File: src/rtl/serial_add_ctrl.sv
// Purpose : bit-serial adder, one Full_Adder reused LSB first to form A+B+CARRY_IN.
// Latency : START accepted at edge k -> DONE high after edge k+WIDTH, next START at edge k+WIDTH+2.
// Backpr. : none; START is ignored while BUSY, so the requester must hold or retry it.
//
// Ports:
//   CLK, RST_N         clock, asynchronous active-low reset
//   START, A, B,       request plus operands/carry, captured only on acceptance in IDLE
//   CARRY_IN
//   BUSY, DONE         high in RUN/FIN; one-cycle pulse in FIN
//   SUM, CARRY_OUT     registered result, held until the next completion

module Full_Adder (
  input  logic X,
  input  logic Y,
  input  logic CARRY_IN,
  output logic SUM,
  output logic CARRY_OUT
);
  assign SUM       = X ^ Y ^ CARRY_IN;
  assign CARRY_OUT = (X & Y) | (CARRY_IN & (X ^ Y));
endmodule

module serial_add_ctrl #(
  parameter int WIDTH = 8
) (
  input  logic             CLK,
  input  logic             RST_N,
  input  logic             START,
  input  logic [WIDTH-1:0] A,
  input  logic [WIDTH-1:0] B,
  input  logic             CARRY_IN,
  output logic             BUSY,
  output logic             DONE,
  output logic [WIDTH-1:0] SUM,
  output logic             CARRY_OUT
);

  // One extra bit so the post-increment on the final bit (value WIDTH) never wraps.
  localparam int             CW   = $clog2(WIDTH) + 1;
  localparam logic [CW-1:0]  LAST = CW'(WIDTH - 1);

  typedef enum logic [1:0] {
    IDLE = 2'd0,
    RUN  = 2'd1,
    FIN  = 2'd2
  } state_t;

  state_t           state_q, state_d;
  logic [CW-1:0]    cnt_q,   cnt_d;
  logic [WIDTH-1:0] a_q,     a_d;
  logic [WIDTH-1:0] b_q,     b_d;
  logic             c_q,     c_d;
  logic [WIDTH-1:0] res_q,   res_d;
  logic [WIDTH-1:0] sum_q,   sum_d;
  logic             co_q,    co_d;

  logic             fa_sum;
  logic             fa_co;
  logic [WIDTH-1:0] res_shift;

  // The single adder cell always looks at the current LSB of each operand register.
  Full_Adder u_fa (
    .X         (a_q[0]),
    .Y         (b_q[0]),
    .CARRY_IN  (c_q),
    .SUM       (fa_sum),
    .CARRY_OUT (fa_co)
  );

  // Result register fills from the MSB side; after WIDTH shifts bit 0 holds the LSB sum.
  generate
    if (WIDTH > 1) begin : g_shift
      assign res_shift = {fa_sum, res_q[WIDTH-1:1]};
    end else begin : g_bit
      assign res_shift = fa_sum;
    end
  endgenerate

  always_comb begin
    state_d = state_q;
    cnt_d   = cnt_q;
    a_d     = a_q;
    b_d     = b_q;
    c_d     = c_q;
    res_d   = res_q;
    sum_d   = sum_q;
    co_d    = co_q;
    case (state_q)
      IDLE: begin
        if (START) begin
          a_d     = A;
          b_d     = B;
          c_d     = CARRY_IN;
          cnt_d   = '0;
          state_d = RUN;
        end
      end
      RUN: begin
        a_d   = a_q >> 1;
        b_d   = b_q >> 1;
        c_d   = fa_co;
        res_d = res_shift;
        cnt_d = cnt_q + CW'(1);
        // Output registers only move on the last bit, so SUM stays stable during RUN.
        if (cnt_q == LAST) begin
          sum_d   = res_shift;
          co_d    = fa_co;
          state_d = FIN;
        end
      end
      FIN: begin
        state_d = IDLE;
      end
      default: begin
        state_d = IDLE;
      end
    endcase
  end

  always_ff @(posedge CLK or negedge RST_N) begin
    if (!RST_N) begin
      state_q <= IDLE;
      cnt_q   <= '0;
      a_q     <= '0;
      b_q     <= '0;
      c_q     <= 1'b0;
      res_q   <= '0;
      sum_q   <= '0;
      co_q    <= 1'b0;
    end else begin
      state_q <= state_d;
      cnt_q   <= cnt_d;
      a_q     <= a_d;
      b_q     <= b_d;
      c_q     <= c_d;
      res_q   <= res_d;
      sum_q   <= sum_d;
      co_q    <= co_d;
    end
  end

  assign BUSY      = (state_q != IDLE);
  assign DONE      = (state_q == FIN);
  assign SUM       = sum_q;
  assign CARRY_OUT = co_q;

endmodule
File: config.mk
export PLATFORM = sky130hd
export DESIGN_NAME = serial_add_ctrl
export DESIGN_NICKNAME = d
export VERILOG_FILES = /design/src/rtl/serial_add_ctrl.sv
export SDC_FILE = /design/constraint.sdc
export NUM_CORES = 1
export LEC_CHECK = 0
export CORE_ASPECT_RATIO = 1.75
export CORE_UTILIZATION = 35
export CTS_CLUSTER_SIZE = 30
export DETAILED_ROUTE_END_ITERATION = 8
export PLACE_DENSITY = 0.69
export SETUP_SLACK_MARGIN = 0.1
export SLEW_MARGIN = 20
export SYNTH_ARGS = -nofsm -noshare
export SYNTH_HDL_FRONTEND = slang
export SYNTH_HIERARCHICAL = 1
export SYNTH_SLANG_ARGS = --single-unit
File: constraint.sdc
create_clock -name CLK -period 1.64 [get_ports CLK]
set_input_delay 0.328 -clock CLK [delete_from_list [all_inputs] [get_ports CLK]]
set_output_delay 0.328 -clock CLK [all_outputs]
set_load 0.02 [all_outputs]
==> flow_summary.ini <==
[yosys]
yosys.area_share.adder_pct = 1.85
postSynthAreaPerCell_um2 = 10.5
synth_commonest_cells = dfrtp_1, nand2_1, a21oi_1, nor2b_1, o21ai_0
synth_top_family_by_area = compound AO/OA/AOI/OAI gates
yosysMostFrequentCell = dfrtp_1
postSynthCellCount = 168
synth-compound-area-share_pct = 17.7
muxShareOfSynthArea_pct = 6.33
ys_warn_count = 6
synth-xor-area-share_pct = 0
ys_types = 22
ys_seq_area_share_pct = 55.5
netlist.area_leader.share_pct = 55.5
ys_seq_elements = 39
synth-edff-count = 0
synthArstFlopShare_pct = 100
yosys.area_share.simple_pct = 16.1
ys.flop_type = dfrtp_1
synth_top_area_cell = dfrtp_1
synth_area_leaders = dfrtp_1, nor2b_1, nand2_1
mappedNetlistNets = 190
synth_area_mm2 = 0.00176

[clock_network]
clk_pin_slew_ns = 0.07
hold_buffers = 0
htreeDepth = 2
clockBufferDepth = 2
numCtsBuffers = 5
cts_tree = done
ctsRootBufferMaster = clkbuf_8
clkSinkCount = 39
clock_latency_ns = 0.29

[routing]
wirelength_mm = 3.82
drc_errors = 0
first_iter_violations = 48
drtAntennaViolNets = 0
vias_per_cell = 5.21
drtPass1Iterations = 4
dr_total_vias = 1397
routedWlPerCell_um = 14.2

[die]
die-area_mm2 = 0.00532
die_h_um = 95.8
ios = 31
num_rows = 33
start_util_pct = 37.0
coreArea_mm2 = 0.00475
dieWidth_um = 55.6

[setup_path]
crit_required_ns = 1.31
arrival_ns = 1.12
path_class = reg -> out
path_max_fanout = 4
crit_path_start_kind = flip-flop
end_kind = primary output
reg2reg_depth = 5

[grt]
grt_start_max_net_pins = 40
grt_pass1_wl_mm = 6.68
grt_overflow_total = 0
globalRouteTotalUtil_pct = 16.4
first_global_vias = 1420
antenna_found_initial = 0

[placement]
dpl_cell_area_mm2 = 0.00219
dp_hpwl_mm = 2.57
port_buffers = 30
dp_cells = 254
gp_congestion = 0.780
dp_slack_ns = 0.0805

[sta]
rsz0062_at_grt = yes
fin_skew_ns = 0.00737
finalHoldViolCount = 0
setup_ws_ns = 0.189
fin_crit_sh_pct = 88.5
finalSetupViolCount = 0
slew_headroom_pct = 67.2
slew_viol_final = 0
fmax_mhz = 689
worst_pin_slew_ns = 0.492
period_needed_ns = 1.45
hold_ws_ns = 0.0766
final.setup.tns_ns = 0

[final_layout]
register_area_um2 = 976
num-fill-cells = 442
final_core_util_pct = 49.7
fin_area_mm2 = 0.00236
syn_to_final_growth_pct = 34.1
drive_gt1_share_pct = 19.9
layout.nets = 237
diodes = 0
finalNonFillerCells = 268
multi_input_area_um2 = 747

[job]
cap_violations = 0

[power_and_ir_drop]
power_density_mw_per_mm2 = 1850
worst_ir_drop_vdd_mv = 1.02
p_clk_share_pct = 21.7
internal_power_mw = 2.84
combPwrFrac_pct = 40.7
p_leak_nw = 1.08
sw_frac_of_total_pct = 35.0
total_power_mw = 4.37
netSwitchingPower_mw = 1.53
pwr-share-seq_pct = 37.6

[hold_path]
hold_path.class = in -> async

[run_status]
outcome = completed
## critical path, stage by stage (launching register included)
cell and delay (ns):
dfrtp_1 0.42, or2_4 0.26, buf_4 0.15
## cell families after synthesis
| group | count (synthesis) |
|---|---|
| and+or+nand+nor | 55 |
| AOI/OAI and AO/OA | 53 |
| DFF | 39 |
| muxes | 10 |
| buffers and inverters | 9 |
| adders and majority gates | 2 |
## registers in the layout, indices dropped and copies added, names as in the netlist
signal and cells:
CARRY_OUT 1, b_q 8, res_q 7, c_q 1, SUM 8, a_q 8, cnt_q 4, state_q 2
## power by group through the flow
stage                     sequential (mW)  combinational (mW)  clock (mW)
after floorplan                      1.72               0.969           0
after global placement               1.65                1.71           0
after detailed placement             1.66                1.74           0
after CTS                            1.65                1.67       0.978
after global routing                 1.70                1.99        1.01
final                                1.64                1.78       0.950
## final timing paths
check / startpoint / to / slack [ns]
hold reg to reg: res_q[1] / res_q[1] / 0.50
max in group asynchronous: RST_N / a_q[7] / 1.22
setup reg to reg: state_q[0] / SUM[6] / 0.20
hold / removal: RST_N / SUM[6] / 0.08
setup / recovery: state_q[0] / BUSY / 0.19
min in group CLK: res_q[1] / res_q[1] / 0.50
## cells in the final DEF, fill, tap and decap left out, drive strengths merged, types with 6 or more instances in the layout
master and instances:
a21oi 18, a22oi 13, buf 21, clkbuf 6
clkdlybuf4s50 18, dfrtp 39, dlygate4sd2 9, mux2 9
nand2 28, nor2b 18, o21ai 18
## area by class of cell
type | count | share of cell area (%)
clock buffers | 5 | 2.92
clock inverters | 3 | 2.86
multi-input cells | 120 | 31.7
flip-flops and latches | 39 | 41.4
well taps | 52 | 2.76
repair buffers | 49 | 18.5
## per-layer routing
metal	track usage, %	wire length (um)
met5	0	0
met2	28.2	1950
met4	6.88	70
met3	3.76	151
met1	19.6	1640
## repair_timing
action,CTS,global route
resized for setup,16,4
endpoints found under the setup margin,20,11
buffers inserted,0,6
No activity file was read; power rests on OpenSTA's default activity.
